### src/rtl/conv_pkg.sv
// Shared constants and helpers for the convolution datapath: window indexing,
// counter widths and the legal-kernel check.
package conv_pkg;

  localparam int KERNEL_MAX = 7;

  function automatic logic kernel_legal(input int k);
    return (k >= 1) && (k <= KERNEL_MAX) && ((k % 2) == 1);
  endfunction

  // Flattened window element index; r=0 is the oldest row, c=0 the oldest column.
  function automatic int win_idx(input int r, input int c, input int k);
    return r * k + c;
  endfunction

  // Counter width, never below one bit so degenerate sizes still elaborate.
  function automatic int cw(input int x);
    return (x <= 1) ? 1 : $clog2(x);
  endfunction

endpackage

### src/rtl/conv_line_buffer.sv
// One-row pixel delay: circular buffer addressed by column, read before write.
module conv_line_buffer
  import conv_pkg::*;
#(
  parameter int DEPTH = 28,
  parameter int N     = 8,
  parameter int AW    = cw(DEPTH)
) (
  input  logic          clk,
  input  logic          wr_en_i,
  input  logic [AW-1:0] addr_i,
  input  logic [N-1:0]  din_i,
  output logic [N-1:0]  dout_o
);

  logic [N-1:0] mem_q [DEPTH];

  // The read returns the pixel written one row earlier at this column.
  assign dout_o = mem_q[addr_i];

  // Storage write; contents are deliberately never cleared.
  always_ff @(posedge clk) begin
    if (wr_en_i) begin
      mem_q[addr_i] <= din_i;
    end
  end

endmodule

### src/rtl/conv_window_gen.sv
// Raster-stream to KERNEL x KERNEL sliding-window generator ("valid" convolution,
// no padding) feeding the convolution calculator.
module conv_window_gen
  import conv_pkg::*;
#(
  parameter int KERNEL = 3,
  parameter int N      = 8,
  parameter int IMG_W  = 28,
  parameter int IMG_H  = 28
) (
  input  logic                       clk,
  input  logic                       rst,
  input  logic [N-1:0]               pix_in,
  input  logic                       pix_valid,
  input  logic                       sof,
  output logic [KERNEL*KERNEL*N-1:0] data2conv,
  output logic                       en_out,
  output logic [cw(IMG_H)-1:0]       win_row,
  output logic [cw(IMG_W)-1:0]       win_col,
  output logic                       frame_done
);

  localparam int CW   = cw(IMG_W);
  localparam int RW   = cw(IMG_H);
  localparam int LB_N = (KERNEL > 1) ? KERNEL - 1 : 1;
  localparam int FW   = KERNEL * KERNEL * N;
  localparam logic [CW-1:0] COL_LAST = CW'(IMG_W - 1);
  localparam logic [RW-1:0] ROW_LAST = RW'(IMG_H - 1);
  localparam logic [CW-1:0] COL_OFS  = CW'(KERNEL - 1);
  localparam logic [RW-1:0] ROW_OFS  = RW'(KERNEL - 1);

  logic [CW-1:0] col_q, col_d, pos_col_s;
  logic [RW-1:0] row_q, row_d, pos_row_s;
  logic [N-1:0]  win_q [KERNEL][KERNEL];
  logic [N-1:0]  win_d [KERNEL][KERNEL];
  logic [N-1:0]  lb_dout_s [LB_N];
  logic [FW-1:0] flat_s, data_q;
  logic [RW-1:0] win_row_q;
  logic [CW-1:0] win_col_q;
  logic          col_ok_s, row_ok_s, emit_s, lb_wr_s;
  logic          en_q, done_q;

  assign data2conv  = data_q;
  assign en_out     = en_q;
  assign win_row    = win_row_q;
  assign win_col    = win_col_q;
  assign frame_done = done_q;

  // Position of the pixel being accepted (sof forces it to the origin) and counter advance.
  always_comb begin
    pos_col_s = sof ? {CW{1'b0}} : col_q;
    pos_row_s = sof ? {RW{1'b0}} : row_q;
    col_d     = col_q;
    row_d     = row_q;
    if (pix_valid) begin
      if (pos_col_s == COL_LAST) begin
        col_d = {CW{1'b0}};
        if (pos_row_s == ROW_LAST) begin
          row_d = {RW{1'b0}};
        end else begin
          row_d = pos_row_s + RW'(1'b1);
        end
      end else begin
        col_d = pos_col_s + CW'(1'b1);
        row_d = pos_row_s;
      end
    end else begin
      col_d = col_q;
      row_d = row_q;
    end
  end

  // Only full windows inside the current row and frame are emitted.
  generate
    if (KERNEL == 1) begin : g_ok_k1
      assign col_ok_s = 1'b1;
      assign row_ok_s = 1'b1;
    end else begin : g_ok_kn
      assign col_ok_s = (pos_col_s >= COL_OFS);
      assign row_ok_s = (pos_row_s >= ROW_OFS);
    end
  endgenerate

  assign emit_s  = pix_valid & col_ok_s & row_ok_s;
  assign lb_wr_s = pix_valid & ~rst;

  // Cascaded row delays: buffer k yields the pixel k+1 rows above the current one.
  generate
    if (KERNEL > 1) begin : g_lb
      for (genvar k = 0; k < KERNEL - 1; k++) begin : g_row
        logic [N-1:0] din_s;
        if (k == 0) begin : g_first
          assign din_s = pix_in;
        end else begin : g_next
          assign din_s = lb_dout_s[k-1];
        end
        conv_line_buffer #(
          .DEPTH (IMG_W),
          .N     (N),
          .AW    (CW)
        ) u_lb (
          .clk     (clk),
          .wr_en_i (lb_wr_s),
          .addr_i  (pos_col_s),
          .din_i   (din_s),
          .dout_o  (lb_dout_s[k])
        );
      end
    end else begin : g_no_lb
      assign lb_dout_s[0] = {N{1'b0}};
    end
  endgenerate

  // Window shift: drop the oldest column, append line-buffer taps plus the new pixel.
  always_comb begin
    win_d = win_q;
    if (pix_valid) begin
      for (int r = 0; r < KERNEL; r++) begin
        for (int c = 0; c < KERNEL - 1; c++) begin
          win_d[r][c] = win_q[r][c+1];
        end
      end
      for (int r = 0; r < KERNEL - 1; r++) begin
        win_d[r][KERNEL-1] = lb_dout_s[KERNEL-2-r];
      end
      win_d[KERNEL-1][KERNEL-1] = pix_in;
    end else begin
      win_d = win_q;
    end
  end

  // Flatten the next window in calculator order.
  always_comb begin
    flat_s = {FW{1'b0}};
    for (int r = 0; r < KERNEL; r++) begin
      for (int c = 0; c < KERNEL; c++) begin
        flat_s[win_idx(r, c, KERNEL)*N +: N] = win_d[r][c];
      end
    end
  end

  // State and registered outputs; data and coordinates only move on an emitted window.
  always_ff @(posedge clk) begin
    if (rst) begin
      col_q     <= {CW{1'b0}};
      row_q     <= {RW{1'b0}};
      en_q      <= 1'b0;
      done_q    <= 1'b0;
      data_q    <= {FW{1'b0}};
      win_row_q <= {RW{1'b0}};
      win_col_q <= {CW{1'b0}};
      for (int r = 0; r < KERNEL; r++) begin
        for (int c = 0; c < KERNEL; c++) begin
          win_q[r][c] <= {N{1'b0}};
        end
      end
    end else begin
      col_q  <= col_d;
      row_q  <= row_d;
      win_q  <= win_d;
      en_q   <= emit_s;
      done_q <= emit_s & (pos_col_s == COL_LAST) & (pos_row_s == ROW_LAST);
      if (emit_s) begin
        data_q    <= flat_s;
        win_row_q <= pos_row_s - ROW_OFS;
        win_col_q <= pos_col_s - COL_OFS;
      end
    end
  end

endmodule

### config.mk
export PLATFORM = sky130hd
export DESIGN_NAME = conv_window_gen
export DESIGN_NICKNAME = d
export VERILOG_FILES = /design/src/rtl/conv_pkg.sv /design/src/rtl/conv_line_buffer.sv /design/src/rtl/conv_window_gen.sv
export SDC_FILE = /design/constraint.sdc
export NUM_CORES = 1
export LEC_CHECK = 0
export ABC_AREA = 1
export BUFFER_PORTS_ARGS = -buffer_cell sky130_fd_sc_hd__clkbuf_2
export CORE_ASPECT_RATIO = 0.9
export CORE_MARGIN = 5
export CORE_UTILIZATION = 29
export DETAILED_ROUTE_END_ITERATION = 10
export PLACE_DENSITY = 0.51
export SLEW_MARGIN = 30
export SYNTH_ARGS = -nofsm -noshare
export SYNTH_HDL_FRONTEND = slang
export SYNTH_HIERARCHICAL = 1
export SYNTH_SLANG_ARGS = --single-unit
### constraint.sdc
create_clock -name clk -period 4.65 [get_ports clk]
set_input_delay 1.395 -clock clk [delete_from_list [all_inputs] [get_ports clk]]
set_output_delay 1.395 -clock clk [all_outputs]
set_load 0.02 [all_outputs]
==> results of run 1 <==
## registers in the layout (all words and copies together) (netlist names)
| register | cells |
|---|---|
| col_q | 5 |
| win_q | 72 |
| en_out | 1 |
| row_q | 5 |
| g_lb.g_row.u_lb/mem_q | 448 |
| win_row | 5 |
| data2conv | 72 |
| win_col | 5 |
| frame_done | 1 |
## metal layers
metal  up-vias  wire length, um  GRT usage [%]
li1       9315                -              -
met1      8720            34800           21.1
met2       348            30000           21.8
met5         -                0              0
met4         0             1180           2.97
met3        81             3490           2.57
## cells in the mapped netlist, types with 2 or more instances
library cell  instances
nand2_1            1359
edfxtp_1            448
nor2_1              288
inv_1               209
dfxtp_1             166
nand4_1              82
o21ai_0              78
clkbuf_1             56
buf_2                55
nand3_1              28
or2_2                24
buf_4                17
a21oi_1              11
buf_1                10
nor3_2               10
inv_2                 9
nor2_2                7
buf_6                 6
nor3_1                3
xor2_1                3
clkinv_1              2
o21ai_1               2
## logic make-up (layout without fill, tap and decap cells)
logic type	count (synthesis)	count (layout)	share of synthesized area, %
AO/OA/AOI/OAI	93	93	1.82
XOR/XNOR	3	3	0.101
buffers and inverters	364	495	5.94
flip-flops	614	614	64.5
AND/OR/NAND/NOR	1805	1805	27.6
## stage by stage
| stage | std cells | hold slack [ns] |
|---|---|---|
| detailed placement | 4066 | 0.469 |
| global route | 4176 | 0.491 |
| floorplan | 2879 | 0.459 |
| finish | 4176 | 0.478 |
| CTS | 4176 | 0.479 |
| global placement | 4066 | 0.468 |
## cell type report
cell class	instances	area, um^2	share of cell area (%)
Timing Repair Buffer	165	1130	3.80
Inverter	220	831	2.79
Clock buffer	75	1590	5.33
Tap cell	1166	1460	4.90
Sequential cell	614	16800	56.3
Multi-Input combinational cell	1901	7690	25.8
Clock inverter	35	300	1.01
## power groups by stage
stage | registers [mW] | clock network [mW] | logic, mW
6_report | 5.97 | 4.77 | 0.674
2_1_floorplan | 6.08 | 0 | 0.419
4_1_cts | 5.97 | 4.92 | 0.681
5_1_grt | 5.97 | 5.11 | 0.762
3_3_place_gp | 6.09 | 0 | 0.679
3_5_place_dp | 6.09 | 0 | 0.677
## placed cells by master, fill, tap and decap left out, types with 3 or more instances in the layout
cell and n:
clkbuf_8 3, or2_2 24, clkbuf_1 12, inv_2 11, clkinv_2 12, o21ai_0 78
nor2_2 6, clkbuf_16 60, clkbuf_2 93, nor3_2 10, nor3_1 3, a21oi_1 11
buf_4 62, buf_12 10, nand2_1 1359, xor2_1 3, bufinv_16 4, nor2_1 288
inv_1 206, nand4_1 82, clkinv_1 13, edfxtp_1 448, dfxtp_1 166, nand3_1 28
## worst register-to-register path, delay by kind of cell (launching register included)
family,cells,cell delay (ns)
DFF,1,0.35
and+or+nand+nor,4,1.84
buffers and inverters,2,0.51
## worst paths after layout
| kind | startpoint | depth (start not counted) | end | slack (ns) |
|---|---|---|---|---|
| worst min-delay path | win_row[1]$_SDFFE_PP0P_ | 2 | win_row[1]$_SDFFE_PP0P_ | 0.48 |
| worst max register to register | col_q[1]$_SDFFE_PP0P_ | 6 | g_lb.g_row[1].u_lb/mem_q[8][3]$_DFFE_PP_ | 1.56 |
| worst max-delay path | sof | 8 | g_lb.g_row[1].u_lb/mem_q[8][3]$_DFFE_PP_ | 0.78 |
| worst min register to register | win_row[1]$_SDFFE_PP0P_ | 2 | win_row[1]$_SDFFE_PP0P_ | 0.48 |
==> results.md, run 1 <==
- The flow ran to the end, and the final reports show no timing, DRC or antenna violations.
- In this run the horizontal extent of the chip is 326 um.
- In this run the worst path has a maximum fanout of 61.
- The share of synthesized area in the top cell type comes to 51.7%.
- Counting every net in the synthesized netlist gives 2891.
- In this run the count of I/O pins placed on the die edge is 96.
- The final routed DRC violation total is 0.
- The critical path goes through clkbuf_2, inv_2, nand2_1, inv_6, buf_12, nor2_2, nand2_1, nor2_1.
- The initialized floorplan defines 104 standard-cell rows.
- The maximum number of pins on one net before global-route repair is 97.
- The number of H-tree levels is 2.
- The summed instance area of the synthesized netlist is 26000 um^2.
- In this run the power density over the cells is 383 nW/um^2.
- The startpoint type of the worst setup path is an input port.
- The via count is 18500.
- Among all flip-flop cells after synthesis, the most frequent one is edfxtp_1.
- The post-place setup slack is 0.129 ns.
- The area of all placed cells without fillers is 29800 um^2.
- The final clock skew is 0.0243 ns.
- The final clock period utilization by the worst path is 83.1%.
- CTS saw 614 sinks.
- The violation count after the first detailed-route iteration is 1558.
- Counting both buffers and inverters, the worst setup path holds a total of 4.
- The via count of the first global-routing pass is 17900.
- TritonCTS built the clock tree.
- Data arrives at the worst endpoint at 4.13 ns.
- The worst path meets setup with 0.784 ns of slack.
- The average cell area after synthesis is 9.03 um^2.
- The critical path is of the in2reg type.
- The layout cell share with drive strength beyond 1 is 10.3%.
- Post-CTS timing repair inserted 0 buffers for setup.
- Yosys mapped the design onto 28 distinct sky130hd cell types.
- In the final routed layout, each cell accounts on average for 16.6 um.
- The number of flops mapped to enable cells by yosys is 448.
- The final layout contains routed wiring with a total length of 69400 um.
- The relative slew slack is 38.9%.
- The final setup violation count is 0.
- The endpoint required time on the critical path is 4.91 ns.
- The number of cells produced by synthesis is 2879.
- The number of clock buffers added by TritonCTS is 60.
- For this run, the post-layout net count is 2974.
- Once the floorplan was initialized, standard cells occupied 29.2% of the core.
- The analysis attributes to cell leakage a power of 12.5 nW.
- Of the synthesized area, sequential elements account for 64.5%.
- The total power draw is 11.4 mW.
- The relative area change from synthesis to final layout is 14.5%.
- The hold-fix buffer count after cts is 0.
- The instance area at placement is 27900 um^2.
- The setup total negative slack is 0 ns.
- Subtracting the final worst setup slack from the clock period gives 3.87 ns.
- In this run, synthesis produced a sequential element count of 614.
- The core occupancy in the finished layout is 33.4%.
- Based on the critical path, the design can be clocked at up to 0.259 GHz.
- The kind of end point of the critical path is a flip-flop.
- Setup repair after global routing left no endpoint under its margin.
- After filler insertion, the fill cell instance count of the layout stands at 9255.
- The antenna violation net count after detailed routing is 0.
- The ratio of routed vias to standard cells is 4.42.
- The number of buffers between clock root and the deepest sink is 3.
- In the global route stage, overall resource usage came out at 14.2%.
- The worst-case IR drop observed on VDD is 0.267 mV.
- The diode insertion count for antenna repair is 0.
- Port buffering added 95 buffers.
- The count of instances resized after the clock tree is built is 0.
- The switching power as a share of total power is 23.3%.
- In this run, the combinational gates consume 5.9% of the power.
- For this run the aggregate overflow at the end of global routing stands at 0.
- The first TritonRoute pass finished after 7 iterations.
- The count of max-cap constraint violations is 0.
- The core area is 89100 um^2.
- The internal power of the cells totals 8.75 mW.
- The tree is rooted in a clkbuf_16.
- Summed over all instances, the cell type with the most area after synthesis is edfxtp_1.
- The number of antenna violations at the first check in global routing was 1.
- The later pin in the worst-skew pair is clocked with a latency of 0.65 ns.
- The post-detailed-placement half-perimeter wirelength is 42100 um.
- In this run, the clock network consumes 41.8% of the power.
- The library cell contributing the largest single delay on the critical path is nor2_1.
- Per report_power, the sequential group accounts for 52.3% of the total.
- In this run the vertical extent of the chip is 294 um.
- Grouping stages by cell kind, the critical path spends the most delay in simple AND/OR/NAND/NOR gates.
- In this run the power spent charging and discharging nets is 2.66 mW.
- Clock-pin slew was measured on the worst setup and hold paths at 0.06 ns.
- The area enclosed by the die boundary is 95700 um^2.
- The most numerous cell on the critical path is nand2_1.
- The number of hold-slack violations in the final timing report is 0.
- The largest stage delay on the critical path is 0.79 ns.
- The count of warnings emitted by yosys is 6.
- Ranked by total cell area, the synthesized netlist is headed by edfxtp_1, nand2_1, dfxtp_1.
- The first global-routing pass estimated 108000 um of wire.
- The worst-margin pin slew is 0.913 ns.
- Counting flops with an async set or reset pin after synthesis yields a share of 0%.
- The path class of the tightest hold or removal check is reg2reg.
- Routability-driven placement finished with a final weighted congestion of 0.792.
- The final-report max-slew violation count came to 0.
Power figures use the tool's default switching activity.
==> run 2: changes to the inputs <==
==> constraint.sdc (replaced) <==
create_clock -name clk -period 4 [get_ports clk]
set_input_delay 1.2 -clock clk [delete_from_list [all_inputs] [get_ports clk]]
set_output_delay 1.2 -clock clk [all_outputs]
set_load 0.02 [all_outputs]
==> results.md, run 2 (synthesis gave the netlist of run 1 again) <==
- Result of the run: complete, no violations (unchanged).
- The endpoint required time on the critical path was 4.25 ns (was 4.91 ns).
- The cell at the root of the clock tree is clkbuf_16 (unchanged).
- The area of all placed cells without fillers is 30300 um^2 (was 29800 um^2).
- The maximum number of pins on one net before global-route repair is 109 (was 97).
- The portion of total power attributed to combinational logic is 6.1% (was 5.9%).
- The worst hold margin came to 0.485 ns (was 0.478 ns).
- The diode insertion count for antenna repair is 0 (unchanged).
- The core area is 89100 um^2 (unchanged).
- The final cell count without fillers is 4228 (was 4176).
- The clock share of power is 42.4% (was 41.8%).
- The remaining global-route overflow came to 0 (unchanged).
- Highest-count cells in the layout ignoring fill and taps: nand2_1, edfxtp_1, nor2_1, inv_1, dfxtp_1 (unchanged).
- The worst path needs 3.03 ns of the cycle, external delays included.
- The die height is 294 um (unchanged).
- The post-place setup slack is 0.316 ns (was 0.129 ns).
- The aggregate global-route resource usage came to 14.2% (about the same).
- The number of iterations in the first detailed-routing pass is 7 (unchanged).
- The ratio of routed vias to standard cells came to 4.44 (was 4.42).
- The hold-fix buffer count after cts is 0 (unchanged).
- The highest clock frequency the design can meet is 0.330 GHz.
- Setup repair after global routing missed its margin: false (unchanged).
- The launching point of the worst reg2reg path is col_q[0]$_SDFFE_PP0P_ (was col_q[1]$_SDFFE_PP0P_).
- The count of pins on the block boundary is 96 (unchanged).
- The number of buffers between clock root and the deepest sink came to 3 (unchanged).
- The number of buffer cells added on primary ports was 95 (unchanged).
- The final-report max-slew violation count is 0 (unchanged).
- The filler cell count in the final layout is 9163 (was 9255).
- The width of the die came to 326 um (unchanged).
- The internal cell power came to 10.4 mW (was 8.75 mW).
- The number of antenna violations at the first check in global routing was 2 (was 1).
- The number of instances in the placed design was 4115 (was 4066).
- The final wirelength was 69500 um (was 69400 um).
- The startpoint of the worst setup timing path is sof (unchanged).
- The TritonCTS buffer count is 61 (was 60).
- The largest fanout of any net on the critical path came to 92 (was 61).
- The count of max-cap constraint violations is 0 (unchanged).
- The setup total negative slack is 0 ns (unchanged).
- The relative area change from synthesis to final layout is 16.4% (was 14.5%).
- The clock tree from TritonCTS is done (unchanged).
- The worst-margin pin slew was 0.849 ns (was 0.913 ns).
- The antenna violation net count after detailed routing is 0 (unchanged).
- The final setup violation count was 0 (unchanged).
- The beginning of the worst hold path is win_row[1]$_SDFFE_PP0P_ (unchanged).
- The relative slew slack came to 43.2% (was 38.9%).
- The register ranked first by flip-flop count is g_lb.g_row.u_lb/mem_q (unchanged).
- The via count is 18800 (was 18500).
- The final layout net count came to 3024 (was 2974).
- The net switching power of the design is 3.09 mW (was 2.66 mW).
- The leakage power figure came to 12.8 nW (was 12.5 nW).
- The total number of placement rows was 104 (unchanged).
- The area enclosed by the die boundary came to 95700 um^2 (unchanged).
- The core occupancy in the finished layout was 34.0% (was 33.4%).
- The worst setup slack after layout is 0.968 ns (was 0.784 ns).
- The via count of the first global-routing pass is 17600 (was 17900).
- The detail-routed net length per standard cell came to 16.4 um (was 16.6 um).
- The cell area power density is 445 nW/um^2 (was 383 nW/um^2).
- The startpoint type of the worst setup path is an input port (unchanged).
- The final critical path takes up 75.8% of the cycle.
- The count of buffers added by post-CTS timing repair for setup is 0 (unchanged).
- The effective utilization at floorplan is 29.2% (unchanged).
- The number of flip-flops under the largest register name came to 448 (unchanged).
- The instance area at placement is 28300 um^2 (was 27900 um^2).
- The largest vdd supply drop came to 0.379 mV (was 0.267 mV).
- The count of clock tree sinks is 614 (unchanged).
- The kind of end point of the critical path is a flip-flop (unchanged).
- The number of H-tree levels is 2 (unchanged).
- The most common cell after layout, fill and taps aside was nand2_1 (unchanged).
- The final routed DRC violation total is 0 (unchanged).
- The worst hold-check path type is reg2reg (unchanged).
- The part of the total power dissipated in sequential elements is 51.5% (was 52.3%).
- The critical path class is in2reg (unchanged).
- The count of instances resized after the clock tree is built is 0 (unchanged).
- The layout cell share with drive strength beyond 1 came to 11.8% (was 10.3%).
- The wire length of the first global-routing pass is 108000 um (about the same).
- The data arrival time at the worst-slack endpoint is 3.28 ns (was 4.13 ns).
- The number of hold-slack violations in the final timing report is 0 (unchanged).
- The post-detailed-placement half-perimeter wirelength is 43700 um (was 42100 um).
- The clock latency on the worst-skew pair is 0.65 ns (about the same).
- The final clock skew is 0.0297 ns (was 0.0243 ns).
- The final estimated routing congestion in global placement is 0.807 (was 0.792).
- The violation count after the first detailed-route iteration came to 1476 (was 1558).
- The register clock-pin slew on the reported worst setup and hold paths is 0.06 ns (about the same).
- The total power draw is 13.5 mW (was 11.4 mW).
- The switching power as a share of total power came to 23.0% (was 23.3%).
-- run 2: final cells by class --
class	count	area, um^2	area share [%]
sequential	614	16800	55.4
timing repair buffer	214	1540	5.08
clock inverter	24	245	0.810
inverter	220	831	2.74
clock buffer	89	1730	5.72
multi-input combinational	1901	7690	25.4
tap	1166	1460	4.82
-- run 2: worst max-delay path: stages --
cell and delay, ns:
clkbuf_2 0.12, inv_2 0.06, nand2_1 0.13, inv_6 0.13
buf_12 0.31, nand3_1 0.41, nor2_1 0.77
-- run 2: power groups by stage --
stage	combinational, mW	clock, mW	sequential (mW)
5_1_grt	0.925	6.17	6.94
4_1_cts	0.835	5.87	6.94
6_report	0.822	5.72	6.94
3_3_place_gp	0.833	0	7.07
2_1_floorplan	0.487	0	7.07
3_5_place_dp	0.832	0	7.08
-- run 2: final timing paths --
path	to	slack (ns)	cells after the start
worst min-delay path	win_row[1]$_SDFFE_PP0P_	0.49	2
worst max-delay path	g_lb.g_row[0].u_lb/mem_q[17][3]$_DFFE_PP_	0.97	7
worst min register to register	win_row[1]$_SDFFE_PP0P_	0.49	2
worst max register to register	g_lb.g_row[0].u_lb/mem_q[17][3]$_DFFE_PP_	1.29	5
-- run 2: metal layers --
metal	up-vias	GRT usage (%)	share of wire [%]
li1	9398	-	-
met4	0	2.80	1.5
met3	76	2.15	5.2
met2	439	21.6	43
met1	8843	21.7	50
met5	-	0	0
==> run 3: changes to the inputs <==
--- a/config.mk
+++ b/config.mk
@@ -11,7 +11,7 @@
 export CORE_MARGIN = 5
 export CORE_UTILIZATION = 29
 export DETAILED_ROUTE_END_ITERATION = 10
-export PLACE_DENSITY = 0.51
+export PLACE_DENSITY = 0.53
 export SLEW_MARGIN = 30
 export SYNTH_ARGS = -nofsm -noshare
 export SYNTH_HDL_FRONTEND = slang
==> constraint.sdc (replaced) <==
create_clock -name clk -period 2.7 [get_ports clk]
set_input_delay 0.81 -clock clk [delete_from_list [all_inputs] [get_ports clk]]
set_output_delay 0.81 -clock clk [all_outputs]
set_load 0.02 [all_outputs]
==> results.md, run 3 (synthesis gave the netlist of run 1 again) <==
- The antenna violation net count after detailed routing is 0 (unchanged).
- The via count is 18900 (was 18800).
- The number of buffer cells added on primary ports is 95 (unchanged).
- The worst-margin pin slew is 0.955 ns (was 0.849 ns).
- The cell at the root of the clock tree is clkbuf_16 (unchanged).
- The die height is 294 um (unchanged).
- The detail-routed net length per standard cell is 16.1 um (was 16.4 um).
- The via count of the first global-routing pass is 18200 (was 17600).
- The cell area power density is 646 nW/um^2 (was 445 nW/um^2).
- The number of instances in the placed design was 4203 (was 4115).
- The final routed DRC violation total came to 0 (unchanged).
- The worst hold-check path type is reg2reg (unchanged).
- The ratio of routed vias to standard cells is 4.37 (was 4.44).
- The relative slew slack is 36.3% (was 43.2%).
- The final wirelength is 69700 um (was 69500 um).
- The data arrival time at the worst-slack endpoint came to 3.06 ns (was 3.28 ns).
- The count of instances resized after the clock tree is built is 0 (unchanged).
- The count of max-cap constraint violations was 0 (unchanged).
- The final estimated routing congestion in global placement is 0.796 (was 0.807).
- The count of buffers added by post-CTS timing repair for setup is 0 (unchanged).
- The violation count after the first detailed-route iteration was 1611 (was 1476).
- The highest clock frequency the design can meet is 0.399 GHz.
- The number of iterations in the first detailed-routing pass was 4 (was 7).
- The largest vdd supply drop came to 0.388 mV (was 0.379 mV).
- The post-detailed-placement half-perimeter wirelength is 45300 um (was 43700 um).
- The final critical path takes up 92.8% of the cycle.
- The total number of placement rows is 104 (unchanged).
- Highest-count cells in the layout ignoring fill and taps: nand2_1, edfxtp_1, nor2_1, inv_1, buf_4 (was nand2_1, edfxtp_1, nor2_1, inv_1, dfxtp_1).
- The final setup violation count is 0 (unchanged).
- The switching power as a share of total power is 23.1% (was 23.0%).
- The number of antenna violations at the first check in global routing is 1 (was 2).
- The part of the total power dissipated in sequential elements is 50.7% (was 51.5%).
- The count of clock tree sinks is 614 (unchanged).
- The number of buffers between clock root and the deepest sink was 3 (unchanged).
- The internal cell power came to 15.6 mW (was 10.4 mW).
- The maximum number of pins on one net before global-route repair came to 122 (was 109).
- The critical path class is in2reg (unchanged).
- The wire length of the first global-routing pass is 110000 um (was 108000 um).
- The kind of end point of the critical path is a flip-flop (unchanged).
- The core occupancy in the finished layout came to 35.3% (was 34.0%).
- The final clock skew is 0.0263 ns (was 0.0297 ns).
- Cell-by-cell trace of the critical path: clkbuf_2, inv_2, nand2_1, inv_6, buf_4, buf_12, nand2_1, inv_2, buf_4, nand2_1, nand2_1, nor2_1, nor2_1, nor2_1, nand2_1, o21ai_0, nand4_1, nand2_1, nor2_1 (was clkbuf_2, inv_2, nand2_1, inv_6, buf_12, nand3_1, nor2_1).
- The largest stage delay on the critical path is 0.20 ns (was 0.77 ns).
- The aggregate global-route resource usage was 14.5% (was 14.2%).
- The number of H-tree levels is 3 (was 2).
- The width of the die is 326 um (unchanged).
- The clock latency on the worst-skew pair is 0.61 ns (was 0.65 ns).
- The endpoint required time on the critical path is 3.25 ns (was 4.25 ns).
- The TritonCTS buffer count is 66 (was 61).
- The largest fanout of any net on the critical path is 37 (was 92).
- The clock share of power was 42.9% (was 42.4%).
- The most numerous cell on the critical path is nand2_1.
- The portion of total power attributed to combinational logic came to 6.4% (was 6.1%).
- The kind of cell adding the most delay to the critical path is buffers and inverters (was simple AND/OR/NAND/NOR gates).
- The most common cell after layout, fill and taps aside is nand2_1 (unchanged).
- The area enclosed by the die boundary came to 95700 um^2 (unchanged).
- The number of hold-slack violations in the final timing report is 0 (unchanged).
- Result of the run: complete, no violations (unchanged).
- The final cell count without fillers is 4321 (was 4228).
- The startpoint type of the worst setup path is an input port (unchanged).
- The hold-fix buffer count after cts came to 0 (unchanged).
- The net switching power of the design is 4.70 mW (was 3.09 mW).
- The diode insertion count for antenna repair came to 0 (unchanged).
- The total buffers and inverters traversed by the critical path is 7 (was 4).
- The library cell contributing the largest single delay on the critical path is buf_12 (was nor2_1).
- The final layout net count was 3117 (was 3024).
- The count of pins on the block boundary is 96 (unchanged).
- The register ranked first by flip-flop count is g_lb.g_row.u_lb/mem_q (unchanged).
- The layout cell share with drive strength beyond 1 is 15.3% (was 11.8%).
- The final-report max-slew violation count was 0 (unchanged).
- The shortest clock period the worst path allows after layout is 2.51 ns.
- The number of flip-flops under the largest register name is 448 (unchanged).
- Setup repair after global routing missed its margin: false (unchanged).
- The leakage power figure came to 13.4 nW (was 12.8 nW).
- The remaining global-route overflow was 0 (unchanged).
- The register clock-pin slew on the reported worst setup and hold paths is 0.07 ns (was 0.06 ns).
- The clock tree from TritonCTS is done (unchanged).
- The relative area change from synthesis to final layout is 20.9% (was 16.4%).
- The effective utilization at floorplan is 29.2% (unchanged).
- The core area is 89100 um^2 (unchanged).
==> run 3: changes by cell type in the layout (fill, tap and decap cells not counted), moves of 8 or more <==
| cell | previous run | this run |
|---|---|---|
| buf_12 | 13 | 37 |
| nor2_1 | 288 | 272 |
| nor2_2 | 6 | 22 |
| buf_4 | 108 | 171 |
| nand2_4 | 1 | 9 |
| nand2_1 | 1359 | 1351 |
| o21ai_2 | 1 | 9 |
| o21ai_0 | 78 | 70 |
==> run 3: metrics by stage <==
| step | hold slack (ns) | instance area (um^2) | worst slack [ns] | setup TNS, ns | total power [mW] |
|---|---|---|---|---|---|
| 3_3_place_gp | 0.456 | 29400 | -0.403 | -126.55 | 11.8 |
| 5_1_grt | 0.492 | 31400 | 0.0233 | 0 | 21.1 |
| 3_5_place_dp | 0.456 | 29400 | -0.426 | -127.28 | 11.8 |
| 6_report | 0.464 | 31400 | 0.193 | 0 | 20.3 |
| 2_1_floorplan | 0.459 | 26100 | 0.0134 | 0 | 11.2 |
| 4_1_cts | 0.467 | 31400 | 0.208 | 0 | 20.5 |
==> run 3: power groups by stage <==
stage	clock network, mW	logic, mW	registers (mW)
CTS	8.94	1.33	10.3
detailed placement	0	1.32	10.5
global placement	0	1.32	10.5
global route	9.32	1.47	10.3
floorplan	0	0.749	10.5
finish	8.71	1.31	10.3
==> run 3: metal layers <==
| metal | vias up | GRT usage, % | wire length [um] |
|---|---|---|---|
| li1 | 9593 | - | - |
| met1 | 8836 | 21.9 | 35400 |
| met2 | 356 | 21.9 | 30300 |
| met3 | 80 | 2.24 | 2800 |
| met4 | 0 | 3.26 | 1220 |
| met5 | - | 0 | 0 |
==> run 3: final timing paths <==
| check | start | depth (start not counted) | endpoint | slack [ns] |
|---|---|---|---|---|
| max | sof | 19 | data2conv[23]$_SDFFE_PP0P_ | 0.19 |
| max reg2reg | col_q[0]$_SDFFE_PP0P_ | 17 | data2conv[23]$_SDFFE_PP0P_ | 0.26 |
| min reg2reg | win_row[3]$_SDFFE_PP0P_ | 2 | win_row[3]$_SDFFE_PP0P_ | 0.46 |
| min | win_row[3]$_SDFFE_PP0P_ | 2 | win_row[3]$_SDFFE_PP0P_ | 0.46 |
==> run 3: worst reg2reg max path, stage by stage (launching register included) <==
cell and delay, ns:
dfxtp_1 0.40, nand2_1 0.15, inv_6 0.14, buf_4 0.15, buf_12 0.21, nand2_1 0.11, inv_2 0.17, buf_4 0.14
nand2_1 0.04, nand2_1 0.08, nor2_1 0.05, nor2_1 0.19, nor2_1 0.08, nand2_1 0.11, o21ai_0 0.13, nand4_1 0.11
nand2_1 0.05, nor2_1 0.08
==> run 3: cell type report <==
type,count,area (um^2)
repair buffers,302,2490
fillers,9118,57700
well taps,1166,1460
clock buffers,87,1810
clock inverters,31,236
flip-flops and latches,614,16800
multi-input cells,1901,7820
inverters,220,831
